$ cat src/rtl/add36_seq_ctrl.sv
// Multi-cycle staging wrapper around a 36-bit ripple-carry adder with valid/ready handshake.
// Optional signed-overflow output Ovf is enabled by defining ADD36_OVF_EN.
module add36_seq_ctrl #(
  parameter int unsigned SETTLE_CYCLES = 2,
  parameter int unsigned CNT_W         = 4
) (
  input  logic        clk,
  input  logic        rst,
  input  logic        in_valid,
  output logic        in_ready,
  input  logic [35:0] A,
  input  logic [35:0] B,
  input  logic        sub,
  output logic        out_valid,
  input  logic        out_ready,
  output logic [35:0] S,
  output logic        Cout
`ifdef ADD36_OVF_EN
  ,
  output logic        Ovf
`endif
);

  typedef enum logic [1:0] {StIdle, StSettle, StDone} state_e;

  state_e             state_q, state_d;
  logic [CNT_W-1:0]   cnt_q, cnt_d;
  logic [35:0]        ar_q, ar_d, br_q, br_d;
  logic               cr_q, cr_d;
  logic [35:0]        s_q, s_d;
  logic               cout_q, cout_d;
  logic               accept;

  // rca_36b: ripple chain fed only from the operand registers
  logic [36:0] carry;
  logic [35:0] sum;

  assign carry[0] = cr_q;
  for (genvar i = 0; i < 36; i++) begin : g_rca_36b
    assign sum[i]       = ar_q[i] ^ br_q[i] ^ carry[i];
    assign carry[i + 1] = (ar_q[i] & br_q[i]) | (carry[i] & (ar_q[i] ^ br_q[i]));
  end

`ifdef ADD36_OVF_EN
  logic ovf_q, ovf_d;
  assign Ovf = ovf_q;
`endif

  assign in_ready  = (state_q == StIdle) || ((state_q == StDone) && out_ready);
  assign out_valid = (state_q == StDone);
  assign accept    = in_valid && in_ready;
  assign S         = s_q;
  assign Cout      = cout_q;

  always_comb begin
    state_d = state_q;
    cnt_d   = cnt_q;
    ar_d    = ar_q;
    br_d    = br_q;
    cr_d    = cr_q;
    s_d     = s_q;
    cout_d  = cout_q;
`ifdef ADD36_OVF_EN
    ovf_d   = ovf_q;
`endif
    unique case (state_q)
      StSettle: begin
        if (cnt_q == '0) begin
          s_d     = sum;
          cout_d  = carry[36];
`ifdef ADD36_OVF_EN
          ovf_d   = (ar_q[35] == br_q[35]) && (sum[35] != ar_q[35]);
`endif
          state_d = StDone;
        end else begin
          cnt_d = cnt_q - 1'b1;
        end
      end
      StDone: begin
        if (out_ready) state_d = StIdle;
      end
      default: ;
    endcase
    // Covers both a fresh accept from idle and a consume-and-accept in done
    if (accept) begin
      ar_d    = A;
      br_d    = sub ? ~B : B;
      cr_d    = sub;
      cnt_d   = CNT_W'(SETTLE_CYCLES - 1);
      state_d = StSettle;
    end
  end

  always_ff @(posedge clk) begin
    if (rst) begin
      state_q <= StIdle;
      cnt_q   <= '0;
      ar_q    <= '0;
      br_q    <= '0;
      cr_q    <= 1'b0;
      s_q     <= '0;
      cout_q  <= 1'b0;
`ifdef ADD36_OVF_EN
      ovf_q   <= 1'b0;
`endif
    end else begin
      state_q <= state_d;
      cnt_q   <= cnt_d;
      ar_q    <= ar_d;
      br_q    <= br_d;
      cr_q    <= cr_d;
      s_q     <= s_d;
      cout_q  <= cout_d;
`ifdef ADD36_OVF_EN
      ovf_q   <= ovf_d;
`endif
    end
  end

endmodule

$ cat config.mk
export PLATFORM = sky130hd
export DESIGN_NAME = add36_seq_ctrl
export DESIGN_NICKNAME = d
export VERILOG_FILES = /design/src/rtl/add36_seq_ctrl.sv
export SDC_FILE = /design/constraint.sdc
export NUM_CORES = 1
export LEC_CHECK = 0
export ABC_AREA = 1
export CORE_UTILIZATION = 55
export DETAILED_ROUTE_END_ITERATION = 8
export PLACE_DENSITY = 0.86
export SYNTH_ARGS = -nofsm -noshare
export SYNTH_HDL_FRONTEND = slang
export SYNTH_SLANG_ARGS = --single-unit
$ cat constraint.sdc
create_clock -name clk -period 32.5 [get_ports clk]
set_clock_uncertainty 0.05 [all_clocks]
set_input_delay 4.875 -clock clk [delete_from_list [all_inputs] [get_ports clk]]
set_output_delay 4.875 -clock clk [all_outputs]
set_load 0.01 [all_outputs]
; Word level (Yosys, flattened, before mapping)
; Index checks and enable logic that the tools add are counted.
[totals]
regBits = 116
latchBits = 0
ramBits = 0
mem_bits_ro = 0
memories = 0
[classes]
n_addsub = 1
n_mul = 0
div = 0
order_cmp = 0
n_eq_ne = 7
shift = 0
muxes = 8
n_bitwise = 182
reduce_logical = 14
[ops]
columns = op, n
row1 = 1-bit AND, 72
row2 = 1-bit XOR, 72
row3 = 36-bit two-way mux, 1
row4 = 36-bit inverter, 1
row5 = 1-bit OR, 36
row6 = 2-bit AND reduction, 3
row7 = 3-bit AND reduction, 2
row8 = 4-bit zero test, 1
row9 = 1-bit two-way mux, 4
row10 = 2-bit two-way mux, 2
row11 = 2-bit inequality test (second input constant), 2
row12 = 2-bit one-hot mux with 2 select lines, 1
row13 = 2-bit nonzero test, 2
row14 = 4-bit by 1-bit subtractor with 4-bit output (second input constant), 1
row15 = 3-bit by 1-bit inequality test with 1-bit output (second input constant), 1
row16 = 3-bit inequality test (second input constant), 1
row17 = 3-bit nonzero test, 1
row18 = 2-bit by 1-bit == test with 1-bit output (second input constant), 1
row19 = 2-bit == test (second input constant), 1
row20 = 1-bit logical AND, 2
row21 = 2-bit zero test, 1
row22 = 2-bit by 1-bit inequality test with 1-bit output (second input constant), 1
row23 = 2-bit OR reduction, 1
row24 = 1-bit logical OR, 1
row25 = 1-bit inverter, 1

; Depth between registers and ports, before layout
[depth]
depth_word = 73
mapped_depth = 41
mapped_depth_nobuf = 41

; Least setup slack after synthesis
; No wires, ideal clock.
[synth_timing]
path_type = reg2reg
start = register ar_q[0]
end = register s_q[35] (netlist: S[35])
setup_ns = 0.070
arrival_time_ns = 14.225
required_time_ns = 32.380
slack_ns = 18.155
stages_incl_launch_ff = 42
period_less_slack_ns = 14.345
cell_sequence = dfxtp_1 -> fa_1 -> fa_1 -> fa_1 -> fa_1 -> fa_1 -> fa_1 -> fa_1 -> fa_1 -> fa_1 -> fa_1 -> fa_1 -> fa_1 -> fa_1 -> fa_1 -> fa_1 -> fa_1 -> fa_1 -> (+6 left out) -> fa_1 -> fa_1 -> fa_1 -> fa_1 -> fa_1 -> fa_1 -> fa_1 -> fa_1 -> fa_1 -> fa_1 -> fa_1 -> fa_1 -> fa_1 -> fa_1 -> inv_1 -> fa_1 -> or2_0 -> a21oi_1
[synth_via]
elab_chain_cells = 72
elab_cells_between_ends = 73
classes_between = 73 x bitwise
[synth_rtl]
columns = element, line_no
row1 = start: declaration, 28  ; logic [35:0] ar_q, ar_d, br_q, br_d;
row2 = start signal: assignment, 109  ; ar_q <= ar_d;
row3 = 1-bit XOR, 41  ; assign carry[i + 1] = (ar_q[i] & br_q[i]) | (carry[i] & (ar_q[i] ^ br_q[i]));
row4 = 1-bit AND, 41
row5 = 1-bit OR (*), 41
row6 = 1-bit AND (*), 41
row7 = 1-bit OR (*), 41
row8 = 1-bit AND (*), 41
row9 = 1-bit OR (*), 41
row10 = 1-bit AND (*), 41
row11 = (+56 left out), --
row12 = 1-bit OR (*), 41
row13 = 1-bit AND (*), 41
row14 = 1-bit OR (*), 41
row15 = 1-bit AND (*), 41
row16 = 1-bit OR (*), 41
row17 = 1-bit AND (*), 41
row18 = 1-bit OR (*), 41
row19 = 1-bit XOR (*), 40  ; assign sum[i] = ar_q[i] ^ br_q[i] ^ carry[i];
row20 = end signal: assignment, 101  ; s_q <= '0;
row21 = end signal: assignment, 112  ; s_q <= s_d;
row22 = end: declaration, 30  ; logic [35:0] s_q, s_d;
; Mark *: on every way between the ends. The rest lies on a longest branch, timed or not.
; A chain may end at the register's enable or synchronous reset.

; Worst setup path in the final report
; Same ends and word-level chain as after synthesis.

==> results_dict.tcl <==
set metrics [dict create \
    cp_slowest_cell "fa_1" \
    synth_nets 734 \
    drv_cap 0 \
    fin_crit_sh_pct 46.4 \
    vias 4413 \
    hold_violations 0 \
    overflow 0 \
    layout_setup_ws_ns 17.41 \
    slew-limit-headroom_pct 26.9 \
    wl_per_cell_um 14.1 \
    setup_viol_count_final 0 \
    hpwl_mm 7.84 \
    grt_pass1_vias 4441 \
    synth_flop_cell "dfxtp_1" \
    final_core_util_pct 75.3 \
    post_cts_buffers 0 \
    grt_max_degree 80 \
    drive_above_1_share_pct 5.50 \
    p_per_area_mw_per_mm2 75.9 \
    synth_cell_types 24 \
    hold_class "register to register" \
    synth_seq_area_share_pct 43.2 \
    gp_congestion 0.778 \
    start_util_pct 57.4 \
    drcViolationCount 0 \
    areaGrowthSynthToFinish_pct 31.2 \
    h-tree-depth 4 \
    timing.fmax_mhz 66.3 \
    rows 35 \
    ir_drop_v 0.0000418 \
    io_buffers 115 \
    grt_usage_pct 25.1 \
    layout.cells.non_filler 856 \
    synth_area_per_cell_um2 8.73 \
    cp_common_cell "fa_1" \
    synth.cell_area_mm2 0.00538 \
    ys_top_cells_by_count "147 x nor2_1, 116 x dfxtp_1, 89 x o21ai_0" \
    post_cts_resized 0 \
    ctsHoldBuffers 0 \
    synth_cells 616 \
    pin_count 116 \
    synthAdderAreaFrac_pct 14.6 \
    synth-simple-area-share_pct 13.3 \
    synthXorXnorAreaFrac_pct 5.86 \
    first_iter_violations 202 \
    clockBufferDepth 2 \
    finalSetupTns_ns 0 \
    core_mm2 0.00937 \
    die_h_um 101 \
    grt_setup_unrepaired "false" \
    first_pass_iters 5 \
    synth-edff-count 0 \
    antenna_found_initial 0 \
    dieArea_mm2 0.0102 \
    synthArstFlopShare_pct 0 \
    worst_ep_required_time_ns 32.88 \
    startpoint_type "register" \
    ys_ff_latch 116 \
    ant_nets 0 \
    p_leak_uw 0.00288 \
    yosysMostFrequentCell "nor2_1" \
    status "complete, no violations" \
    cts.sinks 116 \
    period_needed_ns 15.09 \
    clock_tree.root_cell "clkbuf_8" \
    clk_pin_slew_ns 0.06 \
    fill_cells 707 \
    critical_path_class "register to register" \
    dpl_worst_slack_ns 17.50 \
    worstPathMaxFanout 2 \
    yosysTopAreaCellShare_pct 43.2 \
    critPathMaxStageDelay_ns 0.45 \
    drv_slew 0 \
    synth_compound_area_share_pct 14.2 \
    ys_warn_count 0 \
    synth_top_family_by_area "adder cells" \
    die_x_um 101 \
    worstMarginPinSlew_ns 1.10 \
    diodes 0 \
    cts_tree "done" \
    wirelength_mm 12.1 \
    crit_path_end_kind "register" \
    synthMuxAreaShare_pct 0 \
    fin_nets 832 \
    grt_pass1_wl_mm 19.7 \
    cp_data_arrival_time_ns 15.47 \
    yosys.area.top_type "dfxtp_1" \
    cts-buffers-inserted 17 \
    dp_cells 824 \
    vias_per_cell 5.16 \
    clk_latency_ns 0.50 \
    ys_top_cells_by_area "dfxtp_1 43%, fa_1 13%, nor2_1 10%" \
]
metrics by stage:
| step | total power [uW] | hold WS (ns) | area, um^2 |
|---|---|---|---|
| after floorplan | 290 | 0.410 | 5380 |
| after global placement | 330 | 0.382 | 6420 |
| after detailed placement | 338 | 0.385 | 6420 |
| after CTS | 537 | 0.394 | 7050 |
| after global routing | 567 | 0.415 | 7050 |
| final | 535 | 0.392 | 7050 |
routing by layer:
metal / vias up / part of all wire, % / global-route usage [%]
li1: 2140 / - / -
met1: 2081 / 40 / 28.5
met2: 165 / 52 / 45.4
met3: 27 / 5.2 / 5.06
met4: 0 / 2.4 / 11.3
met5: - / 0 / 0
final cells by class:
type / count / area, um^2 / share of cell area, %
multi-input combinational: 410 / 2580 / 36.5
sequential: 116 / 2320 / 32.9
clock buffer: 21 / 459 / 6.51
tap: 129 / 161 / 2.29
inverter: 52 / 198 / 2.80
clock inverter: 11 / 174 / 2.47
timing repair buffer: 117 / 1160 / 16.5
logic make-up after synthesis:
| logic type | Yosys count |
|---|---|
| DFF | 116 |
| AOI/OAI and AO/OA | 153 |
| and+or+nand+nor | 180 |
| adders and majority gates | 41 |
| xor gates and xnor gates | 36 |
| buffers and inverters | 90 |
power breakdown:
group	switching, uW	internal, uW
clock	65.6	131
combinational	78.7	64.1
sequential	22.3	174
total	167	369
registers in the layout, summed over array words and instances (netlist names):
name and cells:
S 36, Cout 1, br_q 36, cnt_q 4, state_q 2, ar_q 36, cr_q 1
worst max-delay path: cells and delay by family (launching register included):
kind / cells / cell delay [ns]
AND/OR/NAND/NOR: 1 / 0.22
adder cells (fa/ha/maj): 36 / 14.11
buffers and inverters: 3 / 0.21
flip-flops: 1 / 0.33
AO/OA/AOI/OAI: 1 / 0.12
final timing paths:
path	endpoint	cells after the start	slack (ns)	start
max	S[35]$_SDFFE_PP0P_	41	17.41	ar_q[0]$_SDFFE_PP0P_
min	S[6]$_SDFFE_PP0P_	2	0.39	S[6]$_SDFFE_PP0P_
max reg2reg	S[35]$_SDFFE_PP0P_	41	17.41	ar_q[0]$_SDFFE_PP0P_
min reg2reg	S[6]$_SDFFE_PP0P_	2	0.39	S[6]$_SDFFE_PP0P_
layout by cell type, fill, tap and decap left out, types with 3 or more instances in the layout:
master	count
a21oi_1	45
bufinv_16	4
clkbuf_16	16
clkbuf_8	4
clkdlybuf4s50_1	114
clkinvlp_4	3
dfxtp_1	116
fa_1	36
ha_1	5
inv_1	50
nand2_1	21
nand3_1	3
nor2_1	147
o21ai_0	89
o21ai_1	19
or2_0	3
xor2_1	36
(Power assumes the default switching activity.)
